File: src/rtl/p2p_matrix_mult_stream_pkg.sv
// p2p_pkg: shared state encoding and width helper for the point-to-point multipliers.
package p2p_pkg;
    typedef enum logic [2:0] {IDLE, LOAD_A, LOAD_B, OUT, DONE} state_t;

    function automatic int clog2(input int n);
        int r = 0;
        for (int v = n - 1; v > 0; v = v >> 1) r++;
        return r;
    endfunction
endpackage

File: src/rtl/p2p_matrix_mult_stream_if.sv
// p2p_matrix_mult_stream_if: element input stream, product output stream and status.
interface p2p_matrix_mult_stream_if #(parameter int DATA_W = 8);
    logic                  start;
    logic [DATA_W-1:0]     a_in;
    logic                  a_valid;
    logic [2*DATA_W-1:0]   cout;
    logic                  cout_ovf;
    logic                  cout_valid;
    logic                  cout_ready;
    logic                  busy;
    logic                  done;

    modport master(output start, a_in, a_valid, cout_ready,
                   input cout, cout_ovf, cout_valid, busy, done);
    modport slave(input start, a_in, a_valid, cout_ready,
                  output cout, cout_ovf, cout_valid, busy, done);
endinterface

File: src/rtl/p2p_matrix_mult_stream_mult_stage.sv
// p2p_mult_stage: full-width DATA_W x DATA_W multiply with narrow-result overflow flag.
module p2p_mult_stage #(
    parameter int DATA_W = 8,
    parameter int SIGNED = 0
) (
    input  logic [DATA_W-1:0]   i_a,
    input  logic [DATA_W-1:0]   i_b,
    output logic [2*DATA_W-1:0] o_prod,
    output logic                o_ovf
);
    logic [2*DATA_W-1:0] w_a, w_b;
    logic [DATA_W:0]     w_hi;

    // Sign-extending to full width lets one modular multiply serve both modes.
    assign w_a    = {{DATA_W{(SIGNED != 0) && i_a[DATA_W-1]}}, i_a};
    assign w_b    = {{DATA_W{(SIGNED != 0) && i_b[DATA_W-1]}}, i_b};
    assign o_prod = w_a * w_b;
    assign w_hi   = o_prod[2*DATA_W-1:DATA_W-1];
    assign o_ovf  = (SIGNED != 0) ? !(&w_hi || !(|w_hi)) : |w_hi[DATA_W:1];
endmodule

File: src/rtl/p2p_matrix_mult_stream.sv
// p2p_matrix_mult_stream: streams in A then B, returns element-wise products C over valid/ready.
module p2p_matrix_mult_stream
    import p2p_pkg::*;
#(
    parameter int DATA_W = 8,
    parameter int ROWS   = 4,
    parameter int COLS   = 2,
    parameter int SIGNED = 0
) (
    input logic clk,
    input logic rst,
    p2p_matrix_mult_stream_if.slave bus
);
    localparam int N  = ROWS * COLS;
    localparam int IW = clog2(N);

    state_t              r_state, w_next;
    logic [IW-1:0]       r_idx;
    logic [DATA_W-1:0]   r_buf_a [N];
    logic [2*DATA_W:0]   r_buf_c [N];
    logic [2*DATA_W-1:0] w_prod;
    logic                w_ovf, w_last, w_beat, w_acc;

    assign w_last = r_idx == IW'(N - 1);
    assign w_beat = bus.a_valid && (r_state == LOAD_A || r_state == LOAD_B);
    assign w_acc  = bus.cout_ready && r_state == OUT;

    p2p_mult_stage #(.DATA_W(DATA_W), .SIGNED(SIGNED)) u_mult (
        .i_a    (r_buf_a[r_idx]),
        .i_b    (bus.a_in),
        .o_prod (w_prod),
        .o_ovf  (w_ovf)
    );

    always_comb begin
        w_next = r_state;
        case (r_state)
            IDLE:    w_next = bus.start ? LOAD_A : IDLE;
            LOAD_A:  w_next = (w_beat && w_last) ? LOAD_B : LOAD_A;
            LOAD_B:  w_next = (w_beat && w_last) ? OUT : LOAD_B;
            OUT:     w_next = (w_acc && w_last) ? DONE : OUT;
            default: w_next = IDLE;
        endcase
    end

    // idx restarts on every state change, so each phase begins at element 0.
    always_ff @(posedge clk) begin
        if (!rst) begin
            r_state <= IDLE;
            r_idx   <= '0;
        end else begin
            r_state <= w_next;
            if (w_next != r_state) r_idx <= '0;
            else if (w_beat || w_acc) r_idx <= r_idx + 1'b1;
        end
    end

    always_ff @(posedge clk) begin
        if (r_state == LOAD_A && bus.a_valid) r_buf_a[r_idx] <= bus.a_in;
        if (r_state == LOAD_B && bus.a_valid) r_buf_c[r_idx] <= {w_ovf, w_prod};
    end

    assign bus.cout_valid             = r_state == OUT;
    assign {bus.cout_ovf, bus.cout}   = bus.cout_valid ? r_buf_c[r_idx] : '0;
    assign bus.busy                   = r_state != IDLE;
    assign bus.done                   = r_state == DONE;
endmodule

File: src/flat_wrapper.sv
// flat-port wrapper written by rule: the top's interface ports become plain ports
module p2p_matrix_mult_stream_flat import p2p_pkg::*;
#(
    parameter int DATA_W = 8,
    parameter int ROWS   = 4,
    parameter int COLS   = 2,
    parameter int SIGNED = 0
)
  (clk, rst, bus_start, bus_a_in, bus_a_valid, bus_cout_ready, bus_cout, bus_cout_ovf, bus_cout_valid, bus_busy, bus_done);
  p2p_matrix_mult_stream_if #(.DATA_W(DATA_W)) bus_i ();
  input logic clk;
  input logic rst;
  input wire logic [$bits(bus_i.start)-1:0] bus_start;
  input wire logic [$bits(bus_i.a_in)-1:0] bus_a_in;
  input wire logic [$bits(bus_i.a_valid)-1:0] bus_a_valid;
  input wire logic [$bits(bus_i.cout_ready)-1:0] bus_cout_ready;
  output wire logic [$bits(bus_i.cout)-1:0] bus_cout;
  output wire logic [$bits(bus_i.cout_ovf)-1:0] bus_cout_ovf;
  output wire logic [$bits(bus_i.cout_valid)-1:0] bus_cout_valid;
  output wire logic [$bits(bus_i.busy)-1:0] bus_busy;
  output wire logic [$bits(bus_i.done)-1:0] bus_done;
  assign bus_i.start = bus_start;
  assign bus_i.a_in = bus_a_in;
  assign bus_i.a_valid = bus_a_valid;
  assign bus_i.cout_ready = bus_cout_ready;
  assign bus_cout = bus_i.cout;
  assign bus_cout_ovf = bus_i.cout_ovf;
  assign bus_cout_valid = bus_i.cout_valid;
  assign bus_busy = bus_i.busy;
  assign bus_done = bus_i.done;
  p2p_matrix_mult_stream #(.DATA_W(DATA_W), .ROWS(ROWS), .COLS(COLS), .SIGNED(SIGNED)) u_core (.clk(clk), .rst(rst), .bus(bus_i));
endmodule
File: config.mk
export PLATFORM = sky130hd
export DESIGN_NAME = p2p_matrix_mult_stream_flat
export DESIGN_NICKNAME = d
export VERILOG_FILES = /design/src/rtl/p2p_matrix_mult_stream_pkg.sv /design/src/rtl/p2p_matrix_mult_stream_if.sv /design/src/rtl/p2p_matrix_mult_stream_mult_stage.sv /design/src/rtl/p2p_matrix_mult_stream.sv /design/src/flat_wrapper.sv
export SDC_FILE = /design/constraint.sdc
export NUM_CORES = 1
export LEC_CHECK = 0
export ABC_AREA = 1
export CORE_ASPECT_RATIO = 0.8
export CORE_MARGIN = 10
export CORE_UTILIZATION = 55
export DETAILED_ROUTE_END_ITERATION = 10
export PLACE_DENSITY_LB_ADDON = 0.1
export SETUP_SLACK_MARGIN = 0.2
export SYNTH_ARGS = -nofsm -noshare
export SYNTH_HDL_FRONTEND = slang
export SYNTH_SLANG_ARGS = --single-unit
File: constraint.sdc
create_clock -name clk -period 4.9 [get_ports clk]
set_input_delay 0.49 -clock clk [delete_from_list [all_inputs] [get_ports clk]]
set_output_delay 0.49 -clock clk [all_outputs]
set_load 0.005 [all_outputs]
==> run metrics <==
largest net degree at the start of global routing 53; Highest Signal Layer met4; Diodes inserted 0; most frequent cells in the layout edfxtp_1, nor2_1, o21ai_0; gr usage total 19.6%; worst-margin pin slew 1.17 ns; H-tree depth reported by CTS 1; Layout Nets 1,166; cell area after synthesis 10,500 um2; first-pass GRT wire length 39.2 mm; initial antenna violation count 0; CP Launch Type flip-flop; dpl hpwl 15.4 mm; Top delay family on crit path adder cells; vias per cell 5.51; sequential share of the synthesized area 58.7%; hold buffers post-CTS 0; clk_skew 0.0170 ns; CP bufs+invs 7; Yosys reg bits 209; via count 7,453; Most Frequent Cell on Critical Path nand2_1; worst hold margin 0.609 ns; worst setup margin 0.00457 ns; r2r setup slk 0.005 ns; fmax 0.204 GHz; Placement Setup Slack -0.0876 ns; crit-path max cell delay 0.55 ns; gr ovfl total 0; Starting Density 55.7%; CTS root buffer clkbuf_16; DIE HEIGHT 144 um; Max FO, Critical Path 17; boundary pin count 33; RSZ-0062 raised after global routing true; Iter 0 DRT Violations 706; kind of critical path reg2reg; WL/cell 18.5 um; gp weighted congestion 0.857; wire length on met3 1.49 mm; Peak VDD IR 0.321 mV; final critical-path required period 4.90 ns; Mapped Nets 1,074; Longest Clk Path Bufs 3; Pre-antenna DRT Iters 5; Setup Total Neg Slack 0 ns; routed wl met2 11.7 mm; max-slew violation count 0; status completed; ratio of cells with drive above 1 in the final layout 20.0%; number of global-route vias before repair 7,253; CTS tree yes; Slowest-stage cell, CP fa_1; PD cells 446 nW/um2; Tot Pwr 5.70 mW; Hold Fails Final Rpt 0; Avg Inst Size Synth 10.7 um2; end-of-flow core utilization 67.5%; WL met1 11.4 mm; worst skew pair latency 0.50 ns; # DRC 0; core area 18,900 um2; Yosys cell types 34; IO buf count 32; maxcap violations 0; crit end category flip-flop; Die Area 25,100 um2; Worst Hold Class in2reg; Post-Synthesis Cells 987; Core Rows 45; cts bufs inserted 21; Lkg Pwr 4.96 nW; final setup fails 0; Synth Warn # 0; Reg clk slew, reported paths 0.06 ns; Antenna Violating Nets Remaining 0; die width 175 um; Clock Sinks 209; Final period util 99.9%; max_slew headroom 21.9%; final WL 24.9 mm; synthesis-to-layout area growth 21.1%; Arrival @ worst endpoint 5.11 ns; commonest non-fill, non-tap cell in the layout edfxtp_1; Critical Path RT 5.12 ns
[sequential cells by signal (all words and copies together) (netlist names), named ones only]
signal and count:
u_core.r_buf_a 64, u_core.r_idx 3, u_core.r_buf_c 136, u_core.r_state 3
[cell families (layout without fill, tap and decap cells)]
| kind of cell | Yosys count | count (layout) | synth area share [%] |
|---|---|---|---|
| AND/OR/NAND/NOR | 373 | 373 | 14.3 |
| flip-flops | 209 | 209 | 58.7 |
| AO/OA/AOI/OAI | 179 | 179 | 9.30 |
| buffers and inverters | 147 | 254 | 5.87 |
| adder cells (fa/ha/maj) | 74 | 74 | 11.3 |
| XOR/XNOR | 5 | 5 | 0.487 |
[power breakdown]
part	internal (mW)	leakage, nW	switching [mW]
combinational	0.770	2.76	1.16
clock	0.847	0.312	0.642
sequential	2.27	1.89	0.00327
total	3.89	4.96	1.81
[final cells by class]
type                       count  area, um2
timing repair buffer         107       1050
tap                          258        323
clock inverter                10       76.3
fill                        1456       6150
multi-input combinational    631       4150
sequential                   209       6190
clock buffer                  28        552
inverter                     109        424
[synth_stat cells]
master,instances,share of area [%]
o21ai_1,13,0.62
nor2_2,1,0.059
o22ai_1,27,1.6
nor2_1,226,8.0
buf_6,3,0.32
or2_1,1,0.059
xor2_2,1,0.15
nand3b_1,4,0.28
xnor2_1,1,0.083
a31oi_1,17,1.0
edfxtp_1,200,57
o221ai_1,6,0.50
nand2_4,1,0.11
o21ai_2,2,0.17
dfxtp_1,9,1.7
fa_1,36,6.8
nand4_1,5,0.30
buf_2,11,0.52
nand3_1,25,1.2
nor3_1,1,0.047
o21ai_0,109,5.2
a21oi_1,5,0.24
inv_2,9,0.32
ha_1,38,4.5
nand2_2,2,0.12
clkbuf_2,1,0.047
inv_1,100,3.6
buf_4,8,0.57
and2_1,2,0.12
nand3_4,1,0.17
nor3_2,2,0.19
xor2_1,3,0.25
clkbuf_1,15,0.53
nand2_1,102,3.6
[what timing repair did]
item / in CTS / in global routing
gates resized for setup: 55 / 77
setup buffers: 6 / 3
endpoints found under the setup margin: 80 / 88
gates cloned: 3 / 2
pin swaps: 7 / 27
[tightest hold or removal path: stages]
cell and delay, ns:
clkdlybuf4s50_1 0.45, nand2_1 0.09, inv_1 0.03
[per-layer routing]
| metal | GRT usage (%) | vias up |
|---|---|---|
| li1 | - | 3556 |
| met4 | 4.54 | 0 |
| met2 | 31.5 | 237 |
| met5 | 0 | - |
| met1 | 27.6 | 3632 |
| met3 | 2.83 | 28 |
[stage by stage]
step | instance area (um2) | std cells
3_3_place_gp | 11500 | 1300
3_5_place_dp | 11500 | 1300
6_report | 12800 | 1352
4_1_cts | 12400 | 1347
5_1_grt | 12800 | 1352
2_1_floorplan | 10500 | 987
[final timing paths]
path                                     start                               to  cells past startpoint
setup / recovery                     flip-flop  u_core.r_buf_c[4][16]$_DFFE_PP_                     26
setup reg to reg                     flip-flop  u_core.r_buf_c[4][16]$_DFFE_PP_                     26
hold reg to reg   u_core.r_state[0]$_SDFF_PN0_                        flip-flop                      4
hold / removal                             rst     u_core.r_state[1]$_SDFF_PN0_                      3
Note: power is estimated with default switching activity, not from simulation.
